<file path="config.mk">
export PLATFORM = sky130hd
export DESIGN_NAME = clock_monitor
export DESIGN_NICKNAME = d
export VERILOG_FILES = /design/src/rtl/clock_monitor_pkg.sv /design/src/rtl/edge_sync.sv /design/src/rtl/clock_monitor.sv
export SDC_FILE = /design/constraint.sdc
export NUM_CORES = 1
export LEC_CHECK = 0
export CAP_MARGIN = 20
export CORE_ASPECT_RATIO = 0.9
export CORE_MARGIN = 5
export CORE_UTILIZATION = 58
export CTS_BUF_LIST = sky130_fd_sc_hd__clkbuf_8
export DETAILED_ROUTE_END_ITERATION = 8
export GPL_TIMING_DRIVEN = 0
export HOLD_SLACK_MARGIN = 0.06
export PLACE_DENSITY = 0.87
export SYNTH_ARGS = -nofsm -noshare
export SYNTH_HDL_FRONTEND = slang
export SYNTH_SLANG_ARGS = --single-unit
export TNS_END_PERCENT = 30
</file>
<file path="constraint.sdc">
create_clock -name clk_in -period 4.4 [get_ports clk_in]
set_input_delay 0.88 -clock clk_in [delete_from_list [all_inputs] [get_ports clk_in]]
set_output_delay 0.88 -clock clk_in [all_outputs]
set_load 0.005 [all_outputs]
</file>
<file path="src/rtl/clock_monitor_pkg.sv">
// -----------------------------------------------------------------------------
// clock_monitor_pkg
//   Shared definitions for the clock monitor:
//     - mon_state_e : monitor state encoding (IDLE=0, ACQUIRE=1, LOCKED=2, LOST=3)
//     - cnt_width() : minimum counter width that can hold 2*expected_div plus
//                     one more count, so that a saturated cnt+1 still fits.
// -----------------------------------------------------------------------------
package clock_monitor_pkg;

  typedef enum logic [1:0] {
    S_IDLE    = 2'd0,
    S_ACQUIRE = 2'd1,
    S_LOCKED  = 2'd2,
    S_LOST    = 2'd3
  } mon_state_e;

  // Width needed for a counter that saturates at 2*expected_div and is
  // reported as cnt+1.
  function automatic int cnt_width(input int expected_div);
    return $clog2(2 * expected_div + 2);
  endfunction

endpackage : clock_monitor_pkg

</file>
<file path="src/rtl/edge_sync.sv">
// -----------------------------------------------------------------------------
// edge_sync
//   Brings the monitored clock into the clk_in domain and detects its rising
//   edges.
//
//   Build option: CLOCK_MONITOR_SYNC_EN
//     defined   : mon_in passes through a 2-flop synchronizer (mon_in may be
//                 asynchronous to clk_in; adds 2 cycles of latency).
//     undefined : mon_s = mon_in directly (mon_in must be derived from clk_in).
//
//   Ports
//     clk_in  in  system clock
//     reset   in  synchronous, active-high reset
//     mon_in  in  monitored slow clock
//     mon_s   out sampled monitored clock
//     rise    out one-cycle pulse on a 0->1 transition of mon_s
// -----------------------------------------------------------------------------
module edge_sync (
  input  logic clk_in,
  input  logic reset,
  input  logic mon_in,
  output logic mon_s,
  output logic rise
);

`ifdef CLOCK_MONITOR_SYNC_EN
  logic [1:0] sync_q;

  always_ff @(posedge clk_in) begin
    if (reset) sync_q <= '0;
    else       sync_q <= {sync_q[0], mon_in};
  end

  assign mon_s = sync_q[1];
`else
  assign mon_s = mon_in;
`endif

  logic prev;

  // prev is cleared on reset so a level already high when reset releases is
  // seen as a rise and treated as the first (partial) edge.
  always_ff @(posedge clk_in) begin
    if (reset) prev <= 1'b0;
    else       prev <= mon_s;
  end

  assign rise = mon_s & ~prev;

endmodule : edge_sync

</file>
<file path="src/rtl/clock_monitor.sv">
// -----------------------------------------------------------------------------
// clock_monitor
//   Measures a slow clock (mon_in) against clk_in: rise-to-rise period, high
//   time within that period, and lock status against an expected divisor with
//   an absolute tolerance. Flags periods that are too fast, too slow, or
//   missing (timeout after 2*EXPECTED_DIV cycles with no rise).
//
//   Build option: CLOCK_MONITOR_SYNC_EN (see edge_sync) selects a 2-flop
//   synchronizer on mon_in; latency mon_in rise -> meas_valid is 3 cycles
//   with it, 1 cycle without. Measured values are identical either way.
//
//   Parameters
//     EXPECTED_DIV  expected period of mon_in in clk_in cycles
//     TOLERANCE     allowed absolute deviation from EXPECTED_DIV
//     LOCK_CNT      consecutive in-tolerance periods needed to lock
//     CNT_W         counter width; must hold 2*EXPECTED_DIV (see cnt_width())
//
//   Ports
//     clk_in      in  system clock
//     reset       in  synchronous, active-high reset
//     mon_in      in  monitored slow clock
//     err_clr     in  single-cycle clear of the sticky error flags
//     period      out last measured rise-to-rise period
//     high_time   out high cycles within that period
//     meas_valid  out one-cycle pulse: period/high_time updated this cycle
//     locked      out state is LOCKED
//     lost        out state is LOST
//     err_fast    out sticky: a period below EXPECTED_DIV-TOLERANCE
//     err_slow    out sticky: a period above EXPECTED_DIV+TOLERANCE, or timeout
// -----------------------------------------------------------------------------
module clock_monitor
  import clock_monitor_pkg::*;
#(
  parameter int EXPECTED_DIV = 100_000,
  parameter int TOLERANCE    = 16,
  parameter int LOCK_CNT     = 4,
  parameter int CNT_W        = 32
) (
  input  logic             clk_in,
  input  logic             reset,
  input  logic             mon_in,
  input  logic             err_clr,
  output logic [CNT_W-1:0] period,
  output logic [CNT_W-1:0] high_time,
  output logic             meas_valid,
  output logic             locked,
  output logic             lost,
  output logic             err_fast,
  output logic             err_slow
);

  // ---------------------------------------------------------------------------
  // Constants
  // ---------------------------------------------------------------------------
  localparam int GOOD_W = (LOCK_CNT < 1) ? 1 : $clog2(LOCK_CNT + 1);

  // Bounds are kept at CNT_W+1 bits so cnt+1 never wraps and a tolerance
  // larger than the divisor clamps the lower bound to 0 instead of underflowing.
  localparam logic [CNT_W:0] LO_BOUND =
    (TOLERANCE >= EXPECTED_DIV) ? '0 : (CNT_W+1)'(EXPECTED_DIV - TOLERANCE);
  localparam logic [CNT_W:0] HI_BOUND = (CNT_W+1)'(EXPECTED_DIV + TOLERANCE);

  localparam logic [CNT_W-1:0] CNT_SAT = CNT_W'(2 * EXPECTED_DIV);
  localparam logic [CNT_W-1:0] CNT_TMO = CNT_W'(2 * EXPECTED_DIV - 1);
  localparam logic [CNT_W-1:0] CNT_ONE = CNT_W'(1);
  localparam logic [CNT_W:0]   EXT_ONE = (CNT_W+1)'(1);

  localparam logic [GOOD_W-1:0] GOOD_LOCK = GOOD_W'(LOCK_CNT);
  localparam logic [GOOD_W-1:0] GOOD_ONE  = GOOD_W'(1);

  // ---------------------------------------------------------------------------
  // Edge detection
  // ---------------------------------------------------------------------------
  logic mon_s;
  logic rise;

  edge_sync u_edge_sync (
    .clk_in (clk_in),
    .reset  (reset),
    .mon_in (mon_in),
    .mon_s  (mon_s),
    .rise   (rise)
  );

  // ---------------------------------------------------------------------------
  // State
  // ---------------------------------------------------------------------------
  mon_state_e        state;
  logic [CNT_W-1:0]  cnt;
  logic [CNT_W-1:0]  hcnt;
  logic [GOOD_W-1:0] good;

  // ---------------------------------------------------------------------------
  // Measurement decode (valid in the rise cycle)
  // ---------------------------------------------------------------------------
  logic [CNT_W:0]    meas_len;
  logic              too_fast;
  logic              too_slow;
  logic              in_tol;
  logic              timeout;
  logic [CNT_W-1:0]  cnt_nxt;
  logic [CNT_W-1:0]  hcnt_nxt;
  logic [GOOD_W-1:0] good_inc;

  assign meas_len = {1'b0, cnt} + EXT_ONE;
  assign too_fast = (meas_len < LO_BOUND);
  assign too_slow = (meas_len > HI_BOUND);
  assign in_tol   = ~too_fast & ~too_slow;
  assign timeout  = (cnt == CNT_TMO);
  assign good_inc = good + GOOD_ONE;

  // Both counters saturate so a stuck mon_in cannot wrap them back into range.
  assign cnt_nxt  = (cnt == CNT_SAT) ? cnt : cnt + CNT_ONE;
  assign hcnt_nxt = (hcnt == CNT_SAT) ? hcnt
                                      : hcnt + {{(CNT_W-1){1'b0}}, mon_s};

  // ---------------------------------------------------------------------------
  // Counters, FSM, measurement registers and sticky flags
  // ---------------------------------------------------------------------------
  always_ff @(posedge clk_in) begin
    if (reset) begin
      state      <= S_IDLE;
      cnt        <= '0;
      hcnt       <= '0;
      good       <= '0;
      period     <= '0;
      high_time  <= '0;
      meas_valid <= 1'b0;
      err_fast   <= 1'b0;
      err_slow   <= 1'b0;
    end else begin
      meas_valid <= 1'b0;

      // Clear first; any error raised later in this block overrides it.
      if (err_clr) begin
        err_fast <= 1'b0;
        err_slow <= 1'b0;
      end

      if (rise) begin
        cnt  <= '0;
        hcnt <= CNT_ONE;
      end else begin
        cnt  <= cnt_nxt;
        hcnt <= hcnt_nxt;
      end

      if (rise) begin
        // A rise always wins over a coincident timeout.
        unique case (state)
          S_IDLE, S_LOST: begin
            // First period after IDLE/LOST is partial: no measurement.
            state <= S_ACQUIRE;
            good  <= '0;
          end
          S_ACQUIRE, S_LOCKED: begin
            period     <= meas_len[CNT_W-1:0];
            high_time  <= hcnt;
            meas_valid <= 1'b1;
            if (in_tol) begin
              if (state == S_ACQUIRE) begin
                good <= good_inc;
                if (good_inc == GOOD_LOCK) state <= S_LOCKED;
              end
            end else begin
              state <= S_ACQUIRE;
              good  <= '0;
              if (too_fast) err_fast <= 1'b1;
              if (too_slow) err_slow <= 1'b1;
            end
          end
          default: ;
        endcase
      end else if (timeout && (state != S_LOST)) begin
        state    <= S_LOST;
        good     <= '0;
        err_slow <= 1'b1;
      end
    end
  end

  // Decoded from the state register only: no path from mon_in.
  assign locked = (state == S_LOCKED);
  assign lost   = (state == S_LOST);

endmodule : clock_monitor

</file>
==> flow_summary_export.csv <==
group,metric,value,unit
sta,slew_headroom,0.590,
floorplan,die_area,12700,um2
sta,timing.final.ws_setup,0.710,ns
global_route,grt_usage,0.254,
critical_path,path_cells,"buf_2, and2_0, nand3_1, nor4_1, nand4_1, xor2_1, or4b_4, nor4_4, or3_1, o221a_1",
cells_and_area,drive_above_1_share,0.0733,
clock_network,cts_max_level,4,
cells_and_area,antennaDiodeCount,0,
cells_and_area,syn_to_final_growth,21.2,%
clock_network,clockBufferDepth,2,
logic_synthesis,synth_edf_count,0,
route,drt_iter0_markers,403,
floorplan,core,10200,um2
logic_synthesis,syn_inst,716,
route,wl_per_cell,16.6,um
route,route.detailed.drc,0,
critical_path,critPathKind,"register to register",
floorplan,num_rows,35,
clock_network,cts_setup_buffers,0,
status,status,"complete, no violations",
route,wirelength,15.7,mm
route,antenna_left,0,
global_route,grt_pass1_wl,26.3,mm
logic_synthesis,synth_top_area_cell,"dfxtp_1",
critical_path,worst-path-buf-inv,1,
sta,clock-skew-final,0.0112,ns
cells_and_area,nFillCells,783,
logic_synthesis,synth_cell_type_count,64,
logic_synthesis,syn_nets,729,
global_route,overflow,0,
place,hpwl,11.4,mm
global_route,grt_pass1_vias,5319,
critical_path,cp_data_arrival_time,4.08,ns
logic_synthesis,synth_seq_area_share,0.450,
clock_network,cts_tree,"done",
sta,slew_viol_final,0,
sta,period_share,0.839,
place,place_congestion,0.893,
sta,setup_viol,0,
clock_network,cts_buffers,17,
route,vias,5519,
sta,worst_pin_slew,0.615,ns
logic_synthesis,netlist_top_cells_area,"dfxtp_1 45%, nor2_1 6.5%, nand2_1 5.7%",
logic_synthesis,async_reset_ff_frac,0,
clock_network,cts.reportedPaths.clkPinSlew,0.08,ns
route,via_per_inst,5.82,
floorplan,dieHeight,107,um
clock_network,clk_latency,0.45,ns
critical_path,cp_top_family,"simple AND/OR/NAND/NOR gates",
critical_path,end_kind,"register",
power_and_ir_drop,p_per_area,345,nW/um2
route,drt_pre_antenna_iters,5,
worst_hold_path,min_path_type,"register to register",
critical_path,crit_required,4.79,ns
logic_synthesis,synth_area,6090,um2
clock_network,cts.sinks,137,
sta,fmax,271,MHz
critical_path,cp-start-kind,"register",
global_route,grt_max_degree,17,
critical_path,cp_slowest_cell,"or4b_4",
sta,grt_setup_unrepaired,"no",
power_and_ir_drop,max-vdd-ir-drop,0.263,mV
critical_path,crit_fanout,9,
cells_and_area,final_nets,820,
sta,setup_tns,0,ns
place,pre_cts_ws,0.853,ns
logic_synthesis,synth_top_cell_area_share,0.450,
critical_path,slowest_delay,0.58,ns
sta,finalHoldViolCount,0,
clock_network,cts_hold_buf,0,
floorplan,initial_utilization,0.595,
logic_synthesis,synth_most_common_cell,"dfxtp_1",
global_route,antenna_found_initial,0,
logic_synthesis,synthTopCellsByCount,"137 x dfxtp_1, 106 x nor2_1, 93 x nand2_1",
floorplan,dieWidth,118,um
logic_synthesis,ys.flop_type,"dfxtp_1",
floorplan,io_pins,73,
power_and_ir_drop,power.leakage,2.54,nW
sta,fin_crit,3.69,ns
logic_synthesis,synth_seq_cells,137,
logic_synthesis,syn_avg_cell_area,8.51,um2
clock_network,cts_root_buf,"clkbuf_8",
flow_run,cap_violations,0,
place,port_buffers,72,
clock_network,cts_resized,0,
logic_synthesis,ys_warn_count,0,
==> state kept, by name, indices dropped and copies added, names as in the netlist, 2 cells and up <==
signal     flops
cnt           32
hcnt          32
high_time     32
period        32
good           3
state          2
==> worst min-delay path, stage by stage (launching register included) <==
cell     delay, ns
dfxtp_1       0.31
nand2_1       0.05
a21oi_1       0.05
==> layout by cell type (no fill, tap or decap), drive strengths merged, types with 19 or more instances in the layout <==
cell / count
a211oi: 32
clkbuf: 53
nand3: 32
dfxtp: 137
xor2: 37
nand2: 94
a21oi: 48
xnor2: 25
nand4: 19
clkdlybuf4s50: 72
nor2: 106
==> cells by family (layout without fill, tap and decap cells) <==
| family | Yosys count | after routing | share of synthesized area |
|---|---|---|---|
| simple gates | 340 | 340 | 0.279 |
| flops | 137 | 137 | 0.450 |
| compound gates | 108 | 108 | 0.113 |
| xor+xnor | 62 | 62 | 0.0903 |
| buf+inv | 57 | 160 | 0.0435 |
| fa+ha+maj | 9 | 9 | 0.0185 |
| mux | 3 | 3 | 0.00513 |
==> per-layer routing <==
layer	global-route usage	share of wire	vias up	wire length [um]
met3	0.0683	0.066	24	1030
met5	0	0	-	0
met4	0.0713	0.014	0	221
met1	0.347	0.47	2653	7460
met2	0.399	0.45	176	7020
li1	-	-	2666	-
==> through the flow <==
stage / cells / util / power, W / instance area, um2 / hold slack, ns
3_3_place_gp: 917 / 0.681 / 0.00149 / 6980 / 0.442
4_1_cts: 948 / 0.721 / 0.00256 / 7390 / 0.458
5_1_grt: 948 / 0.721 / 0.00264 / 7390 / 0.480
3_5_place_dp: 917 / 0.681 / 0.00150 / 6980 / 0.448
2_1_floorplan: 716 / - / 0.00141 / 6090 / 0.449
6_report: 948 / 0.721 / 0.00255 / 7390 / 0.453
==> worst paths after layout <==
path | start | endpoint | slack (ns) | cells past startpoint
setup / recovery | cnt[6]$_SDFFE_PP0P_ | state[1]$_SDFFE_PP0P_ | 0.71 | 10
hold / removal | high_time[6]$_SDFFE_PP0P_ | high_time[6]$_SDFFE_PP0P_ | 0.45 | 2
setup reg to reg | cnt[6]$_SDFFE_PP0P_ | state[1]$_SDFFE_PP0P_ | 0.71 | 10
hold reg to reg | high_time[6]$_SDFFE_PP0P_ | high_time[6]$_SDFFE_PP0P_ | 0.45 | 2
==> final cells by class <==
class,count,area [um2],share of cell area
Multi-Input combinational cell,522,3090,0.418
Sequential cell,137,2740,0.371
Timing Repair Buffer,72,721,0.0975
Clock buffer,19,262,0.0354
Buffer,49,235,0.0318
Tap cell,129,161,0.0218
Clock inverter,12,150,0.0203
Inverter,8,30.0,0.00406
==> where the power goes <==
part	internal (W)	leakage [nW]	switching [W]
Combinational	0.0000791	1.22	0.000104
Sequential	0.00127	1.11	0.0000187
Clock	0.000585	0.209	0.000496
Total	0.00193	2.54	0.000619
Note: power is estimated with default switching activity, not from simulation.
